===== src/rtl/dma_pkg.sv =====
// Shared DMA definitions: FSM state encoding and default geometry, used by
// both the read and write DMA engines.
package dma_pkg;

  typedef enum logic [1:0] {
    IDLE  = 2'd0,
    WRITE = 2'd1,
    DONE  = 2'd2
  } dma_state_t;

  localparam int DMA_WORD_SIZE         = 16;
  localparam int DMA_MEM_ADDRESS_WIDTH = 10;
  localparam int DMA_BUFFER_SIZE       = 120;

endpackage : dma_pkg


===== src/rtl/dma_writer.sv =====
// Write-side DMA: streams the first N words of a local result buffer into
// word-addressed memory, one word per clock from a latched base address,
// then pulses o_done for one cycle.
module dma_writer
  import dma_pkg::*;
#(
  parameter int BUFFER_SIZE       = DMA_BUFFER_SIZE,
  parameter int WORD_SIZE         = DMA_WORD_SIZE,
  parameter int MEM_ADDRESS_WIDTH = DMA_MEM_ADDRESS_WIDTH
) (
  input  logic                                   clk,
  input  logic                                   rst_n,
  input  logic                                   i_write,
  input  logic [MEM_ADDRESS_WIDTH-1:0]           i_address,
  input  logic [MEM_ADDRESS_WIDTH-1:0]           i_count,
  input  logic [0:BUFFER_SIZE-1][WORD_SIZE-1:0]  i_buffer,
  output logic [MEM_ADDRESS_WIDTH-1:0]           o_mem_addr,
  output logic [WORD_SIZE-1:0]                   o_mem_data,
  output logic                                   o_mem_we,
  output logic                                   o_busy,
  output logic                                   o_done
);

  localparam int IDX_W = $clog2(BUFFER_SIZE + 1);
  localparam logic [MEM_ADDRESS_WIDTH-1:0] BUF_MAX_ADDR = MEM_ADDRESS_WIDTH'(BUFFER_SIZE);
  localparam logic [IDX_W-1:0]             BUF_MAX_IDX  = IDX_W'(BUFFER_SIZE);

  dma_state_t                   state_q;
  // idx_q counts words already issued; it doubles as the index of the next word.
  logic [IDX_W-1:0]             idx_q;
  logic [IDX_W-1:0]             cnt_q;
  logic [MEM_ADDRESS_WIDTH-1:0] base_q;
  logic [MEM_ADDRESS_WIDTH-1:0] mem_addr_q;
  logic [WORD_SIZE-1:0]         mem_data_q;
  logic                         mem_we_q;
  logic                         busy_q;
  logic                         done_q;

  logic [IDX_W-1:0]             cnt_d;

  // Clamp the requested length to the buffer size so the word mux never goes out of range.
  always_comb begin
    // NOTE: assign a default first so every path drives cnt_d and no latch is inferred.
    cnt_d = IDX_W'(i_count);
    if (i_count > BUF_MAX_ADDR) begin
      cnt_d = BUF_MAX_IDX;
    end
  end

  // Transfer FSM with registered memory-port outputs; the first word is issued on the start edge.
  always_ff @(posedge clk) begin
    if (!rst_n) begin
      // NOTE: sequential state uses non-blocking assignments so all registers update together.
      state_q    <= IDLE;
      idx_q      <= '0;
      cnt_q      <= '0;
      base_q     <= '0;
      mem_addr_q <= '0;
      mem_data_q <= '0;
      mem_we_q   <= 1'b0;
      busy_q     <= 1'b0;
      done_q     <= 1'b0;
    end else begin
      mem_we_q <= 1'b0;
      done_q   <= 1'b0;
      case (state_q)
        IDLE: begin
          if (i_write) begin
            base_q <= i_address;
            cnt_q  <= cnt_d;
            busy_q <= 1'b1;
            if (cnt_d != '0) begin
              state_q    <= WRITE;
              mem_we_q   <= 1'b1;
              mem_addr_q <= i_address;
              mem_data_q <= i_buffer[0];
              idx_q      <= IDX_W'(1);
            end else begin
              state_q <= DONE;
              done_q  <= 1'b1;
              idx_q   <= '0;
            end
          end
        end
        WRITE: begin
          if (idx_q == cnt_q) begin
            state_q <= DONE;
            done_q  <= 1'b1;
          end else begin
            mem_we_q   <= 1'b1;
            mem_addr_q <= base_q + MEM_ADDRESS_WIDTH'(idx_q);
            mem_data_q <= i_buffer[idx_q];
            idx_q      <= idx_q + IDX_W'(1);
          end
        end
        DONE: begin
          state_q <= IDLE;
          busy_q  <= 1'b0;
        end
        default: begin
          state_q <= IDLE;
          busy_q  <= 1'b0;
        end
      endcase
    end
  end

  assign o_mem_addr = mem_addr_q;
  assign o_mem_data = mem_data_q;
  assign o_mem_we   = mem_we_q;
  assign o_busy     = busy_q;
  assign o_done     = done_q;

endmodule : dma_writer


===== config.mk =====
export PLATFORM = sky130hd
export DESIGN_NAME = dma_writer
export DESIGN_NICKNAME = d
export VERILOG_FILES = /design/src/rtl/dma_pkg.sv /design/src/rtl/dma_writer.sv
export SDC_FILE = /design/constraint.sdc
export NUM_CORES = 1
export LEC_CHECK = 0
export CAP_MARGIN = 10
export CORE_AREA = 3 3 758 760
export DETAILED_ROUTE_END_ITERATION = 12
export DIE_AREA = 0 0 761 763
export GPL_TIMING_DRIVEN = 1
export HOLD_SLACK_MARGIN = 0.08
export PLACE_DENSITY_LB_ADDON = 0.2
export SLEW_MARGIN = 20
export SYNTH_ARGS = -nofsm -noshare
export SYNTH_HDL_FRONTEND = slang
export SYNTH_SLANG_ARGS = --single-unit

===== constraint.sdc =====
create_clock -name clk -period 5.75 [get_ports clk]
set_input_delay 0.575 -clock clk [delete_from_list [all_inputs] [get_ports clk]]
set_output_delay 0.575 -clock clk [all_outputs]
set_load 0.01 [all_outputs]

==> impl_metrics.tcl <==
set metrics [dict create \
    grt-ovfl-total 0 \
    ant_nets 0 \
    synth_edf_count 0 \
    dieArea_um2 580600 \
    p_seq_share_pct 9.2 \
    seq_area_um2 1127 \
    fill_cells 65920 \
    io_pins 1972 \
    grt_max_degree 73 \
    drive_gt1_share_pct 21.91 \
    dieWidth_um 761 \
    mostFrequentLayoutCell "clkdlybuf4s50_1" \
    p_switching_mw 2.477 \
    synth_area_um2 18120 \
    holdBufCountCts 0 \
    skew_ns 0.03116 \
    relSlewSlack_pct 20.04 \
    drt-wirelength-per-cell_um 35.69 \
    crit_type "register to register" \
    max_freq_mhz 229.7 \
    syn_to_final_growth_pct 167.7 \
    firstDrtPassIters 5 \
    post-cts-setup-buffers 0 \
    p_comb_share_pct 82.6 \
    cp.required_ns 6.02 \
    irDropWorstVdd_v 0.0001210 \
    cts_tree "yes" \
    start_kind "register" \
    antenna_found_initial 344 \
    grt_pass1_vias 28400 \
    final_util_pct 8.535 \
    power.share.switching_pct 46.43 \
    grt_use_met1_pct 15.30 \
    design.core.area_um2 568400 \
    hold_class "register to register" \
    fin_total_pwr_mw 5.336 \
    grt_use_total_pct 13.05 \
    post-route-min-period_ns 4.353 \
    maxCapViolCount 0 \
    chipHeight_um 763 \
    synth_area_leaders "mux4_2 61%, dfxtp_1 6.1%, mux2i_1 5.9%, a22oi_1 2.0%, nand2_1 2.0%" \
    dpl.hpwl_mm 358.9 \
    clk_path_buf_depth 2 \
    synth.largest_area_cell "mux4_2" \
    grt_pass1_wl_mm 459.3 \
    clock_sinks 55 \
    tightest_slew_ns 1.195 \
    power.static_leakage_nw 13.74 \
    met3_usage_pct 5.701 \
    row_count 277 \
    end_kind "register" \
    synthDistinctLibCells 73 \
    min_path_cells 2 \
    drt_wl_total_mm 395.3 \
    htreeDepth 2 \
    netlist_instances 1469 \
    portBuffers 1971 \
    cts_root_buf "clkbuf_16" \
    syn-num-nets 3421 \
    synth.top_cell.area_share_pct 60.77 \
    gp_congestion 0.9348 \
    numCtsBuffers 5 \
    post-route-period-util_pct 75.71 \
    status "finished clean" \
    finalHoldViolations 0 \
    synth_ff_type "dfxtp_1" \
    internal_power_mw 2.858 \
    setup_viol 0 \
    final_cell_mix "1963 x clkdlybuf4s50_1, 489 x mux4_2, 134 x buf_4" \
    seq_area_frac_synth_pct 6.076 \
    ys_warn_count 0 \
    clk_latency_ns 0.39 \
    powerDensity_nw_per_um2 110.0 \
    crit_fanout 19 \
    nets 5365 \
    via_per_inst 2.357 \
    via_count 26110 \
    drcViolationCount 0 \
    ctsResizeCount 0 \
    drt_iter0_markers 1555 \
    avgSynthCellArea_um2 12.34 \
    grt_use_met2_pct 22.31 \
    slew_violations 0 \
    busiest_layer "met2" \
    ys_ff_latch 55 \
    power_frac_clock_pct 8.2 \
    initial_core_util_pct 3.188 \
    arrival_ns 4.62 \
    rsz0062_at_grt "no" \
    async_reset_ff_share_pct 0 \
    reg2reg_depth 9 \
    clk_pin_slew_ns 0.13 \
    multi_input_area_um2 16280 \
]
-- area by class of cell --
type                    count  area share (%)
clock buffers               5          0.2579
diodes                    130          0.6706
inverters                   9         0.09285
flip-flops and latches     55           2.324
clock inverters             3         0.05932
multi-input cells        1219           33.55
repair buffers           2123           43.62
well taps                7533           19.43
-- cell usage after synthesis (4+ instances only) --
cell type and instances:
a31oi_1 10, o22ai_1 10, nand3_1 47, inv_1 8, nor2b_1 12, nor3_1 18
a22oi_1 48, buf_6 21, a32o_1 7, clkbuf_1 61, mux2i_1 106, nor2_1 59
a22o_1 33, a211oi_1 8, nand3b_1 6, a21oi_1 60, o211ai_1 11, nand4_1 13
nor4_1 6, and2_1 7, o21ai_0 40, xor2_1 7, and3_1 12, mux4_2 489
ha_1 8, a221oi_1 17, nand2b_1 7, nand2_1 95, o221ai_1 8, mux2_2 5
xnor2_1 7, or3_1 5, buf_1 20, a311oi_1 4, dfxtp_1 55, buf_2 52
buf_4 30
-- path summary, 6_finish.rpt --
check | slack, ns | to | startpoint
max | 1.40 | o_mem_data[13] | idx_q[0]
min | 0.46 | cnt_q[5] | cnt_q[5]
max reg2reg | 1.40 | o_mem_data[13] | idx_q[0]
min reg2reg | 0.46 | cnt_q[5] | cnt_q[5]
-- worst max-delay path: stages (launching register included) --
cell and delay [ns]:
dfxtp_4 0.88, buf_4 0.31, buf_4 0.33, and2_2 0.73, a22oi_1 0.19, nand4_1 0.35, a21oi_1 0.23, or3_1 0.57
o221ai_1 0.38, o21ai_1 0.14
-- kinds of logic after synthesis --
group / after synthesis / synth area share (%)
multiplexers: 600 / 66.94
AO/OA/AOI/OAI: 301 / 11.83
AND/OR/NAND/NOR: 295 / 7.746
buffers and inverters: 195 / 6.069
flip-flops: 55 / 6.076
XOR/XNOR: 14 / 0.6766
adder cells (fa/ha/maj): 9 / 0.6628
-- metal layers --
layer	routed length, um	vias up
li1	-	10560
met1	157800	13110
met2	189300	1881
met3	40260	393
met4	6929	160
met5	1021	-
-- sequential cells by signal, indices dropped and copies added (netlist names) --
register    count
o_mem_addr     10
o_done          1
idx_q           7
cnt_q           7
base_q         10
o_mem_we        1
o_busy          1
state_q         2
o_mem_data     16
-- power groups by stage --
stage | sequential, mW | clock, mW | combinational, mW
2_1_floorplan | 0.462 | 0 | 1.47
3_3_place_gp | 0.514 | 0 | 4.61
3_5_place_dp | 0.514 | 0 | 4.60
4_1_cts | 0.506 | 0.486 | 4.62
5_1_grt | 0.506 | 0.481 | 4.69
6_report | 0.492 | 0.435 | 4.41
-- metrics by stage --
step	hold slack, ns	TNS (ns)	setup slack (ns)	instances	cell area (um^2)
3_5_place_dp	0.4512	0	0.9710	10940	48030
5_1_grt	0.4896	0	1.021	11010	48340
4_1_cts	0.4653	0	0.9351	10950	48190
3_3_place_gp	0.4643	-0.1713	-0.1713	10930	47730
2_1_floorplan	0.4299	0	3.000	1469	18120
6_report	0.4645	0	1.397	11080	48510
Power figures use the tool's default switching activity.
==> edit, RTL diff (config.mk and constraints unchanged) <==
`DMA_WORD_SIZE`: 16 -> 8.
--- a/src/rtl/dma_pkg.sv
+++ b/src/rtl/dma_pkg.sv
@@ -8,7 +8,7 @@
     DONE  = 2'd2
   } dma_state_t;
 
-  localparam int DMA_WORD_SIZE         = 16;
+  localparam int DMA_WORD_SIZE         = 8;
   localparam int DMA_MEM_ADDRESS_WIDTH = 10;
   localparam int DMA_BUFFER_SIZE       = 120;
 
Interface: changed (resized i_buffer and o_mem_data); port bits go from 1972 to 1004. No check against the original RTL was run, so the function may have changed too.
==> edit against the original RTL <==
Synthesized area fell by 41%. Sequential cell count fell by 8. Sequential share of layout area is 0.85 points higher. Via count shrank 46%. Final area shrank 37%. Highest routed layer unchanged. Wire length down 54%. Critical path type unchanged. Setup slack worse by 0.028 ns. Utilization fell by 3.2 points. Power down 43%.
==> edit: results (changes against the original RTL) <==
Run status
  • Status: finished, final reports clean

Min path
  • Hold Crit Class: flip-flop to flip-flop
  • Hold path cells: 2 (unchanged)
  • WHS Endpoint: base_q[3]
  • Hold wc startpoint: base_q[3]

Layout
  • Final #Nets: 2941 (-45%)
  • Layout fillers: 67000 (+1.6%)
  • Layout cells sized above 1: 15.7% (-6.2 points)

Global routing
  • Vias in the first global route: 15600 (-45%)
  • First-pass GRT wire length: 216000 µm (-53%)
  • Largest net degree at the start of global routing: 52 (-29%)
  • Initial antenna violation count: 91 (-74%)
  • GRT Util Overall: 6.01% (-7.0 points)

Placement
  • Port bufs: 1003 (-49%)
  • Placer Congestion: 0.804 (-14%)
  • Post-Place Cells: 9475 (-13%)
  • Final HPWL DP: 163000 µm (-55%)
  • Post-placement cell area: 30200 µm² (-37%)

Setup path
  • Worst R2R End: o_mem_data[5]
  • CP max FO: 32 (+13)
  • R2r setup slk: 1.37 ns (-0.03 ns)
  • Reg-to-Reg Start: idx_q[0]
  • CP arrival: 4.62 ns (about the same)

Route
  • Iter 0 DRT Violations: 595 (-62%)
  • DR vias/cell: 1.49 (-37%)
  • WL final: 182000 µm (-54%)
  • Routed length per instance: 19.2 µm (-46%)
  • TritonRoute pass-1 iters: 4 (-1)

Pwr
  • Peak supply drop: 0.134 mV (+11%)
  • Net Sw Frac: 43.5% (-3.0 points)
  • Static Leak: 7.56 nW (-45%)

STA
  • Hold_ws: 0.467 ns (+0.00294 ns)
  • Layout Skew: 0.0405 ns (+0.00935 ns)
  • Slew headroom: 10.6% (-9.4 points)

Yosys
  • Largest cells by area after synthesis: mux4_2 36%, mux2i_1 13%, dfxtp_1 8.8%
  • Synth Area per Inst: 11.0 µm² (-11%)
  • Most frequent cells after synthesis: 169 x mux4_2, 137 x mux2i_1, 62 x nand2_1
  • Register area share after synthesis: 8.82% (+2.7 points)
  • Asr flop ratio synth: 0% (unchanged)
  • Distinct cell type count after synthesis: 67 (-8.2%)
  • Syn_nets: 1965 (-43%)

CTS
  • Setup Buffers After CTS: 0 (unchanged)
  • Clock transition at path regs: 0.12 ns
  • Htree depth: 2 (unchanged)
  • Max clock buf depth: 2 (unchanged)
  • Total CTS buffers: 5 (unchanged)
  • # resized after CTS: 0 (unchanged)
-- edit: changes by cell type in the layout (fill, tap and decap cells not counted), sizes merged, moves of 13 or more --
cell | before | now
o22ai | 10 | 23
a22oi | 48 | 24
o221ai | 8 | 43
a22o | 33 | 0
nand2 | 95 | 62
diode | 130 | 13
clkdlybuf4s50 | 1963 | 1003
mux2i | 106 | 137
nand3 | 47 | 15
mux4 | 489 | 192
o21ai | 43 | 27
buf | 160 | 73
-- edit: worst max path at each step --
stage                    end     start
2_1_floorplan  o_mem_data[3]  idx_q[1]
3_3_place_gp   o_mem_data[0]  idx_q[0]
3_5_place_dp   o_mem_data[2]  idx_q[0]
4_1_cts        o_mem_data[2]  idx_q[0]
5_1_grt        o_mem_data[2]  idx_q[0]
6_report       o_mem_data[5]  idx_q[0]
-- edit: cell type report --
cell class / instances / share of cell area, %
antenna: 13 / 0.107
sequential: 47 / 3.18
multi-input combinational: 811 / 29.7
clock inverter: 3 / 0.148
clock buffer: 5 / 0.412
timing repair buffer: 1076 / 35.3
inverter: 8 / 0.119
tap: 7533 / 31.0
-- edit: layer usage --
| metal | GRT usage (%) | vias up | share of wire (%) |
|---|---|---|---|
| met3 | 1.26 | 86 | 5.7 |
| li1 | - | 6104 | - |
| met4 | 0.999 | 26 | 1.3 |
| met1 | 7.45 | 7197 | 43 |
| met2 | 10.8 | 708 | 50 |
| met5 | 0 | - | 0.096 |
-- edit: power groups by stage --
stage	registers [mW]	clock network, mW	logic (mW)
global route	0.416	0.492	2.33
detailed placement	0.422	0	2.28
finish	0.409	0.446	2.17
CTS	0.414	0.507	2.29
global placement	0.422	0	2.28
floorplan	0.388	0	0.803
-- edit: critical path: stages (launching register included) --
cell and delay, ns:
dfxtp_4 0.82, buf_12 0.31, buf_12 0.27, buf_12 0.26, mux4_2 0.53, mux4_2 0.59, nand3_1 0.33, nand3_1 0.27
nor3_1 0.54, a21oi_1 0.12
-- edit: kinds of logic (layout without fill, tap and decap cells) --
kind of cell	Yosys count	count (layout)	synth area share [%]
muxes	334	334	54.7
other	0	13	0
DFF	47	47	8.82
xor gates and xnor gates	18	18	1.48
AOI/OAI and AO/OA	242	242	16.2
and+or+nand+nor	208	208	9.12
adders and majority gates	9	9	1.13
buffers and inverters	115	1092	8.59
-- edit: metrics by stage --
| stage | worst slack, ns | utilization (%) |
|---|---|---|
| after global placement | 0.519 | 5.29 |
| after floorplan | 3.45 | - |
| final | 1.37 | 5.34 |
| after global routing | 1.11 | 5.34 |
| after CTS | 1.04 | 5.34 |
| after detailed placement | 1.05 | 5.31 |
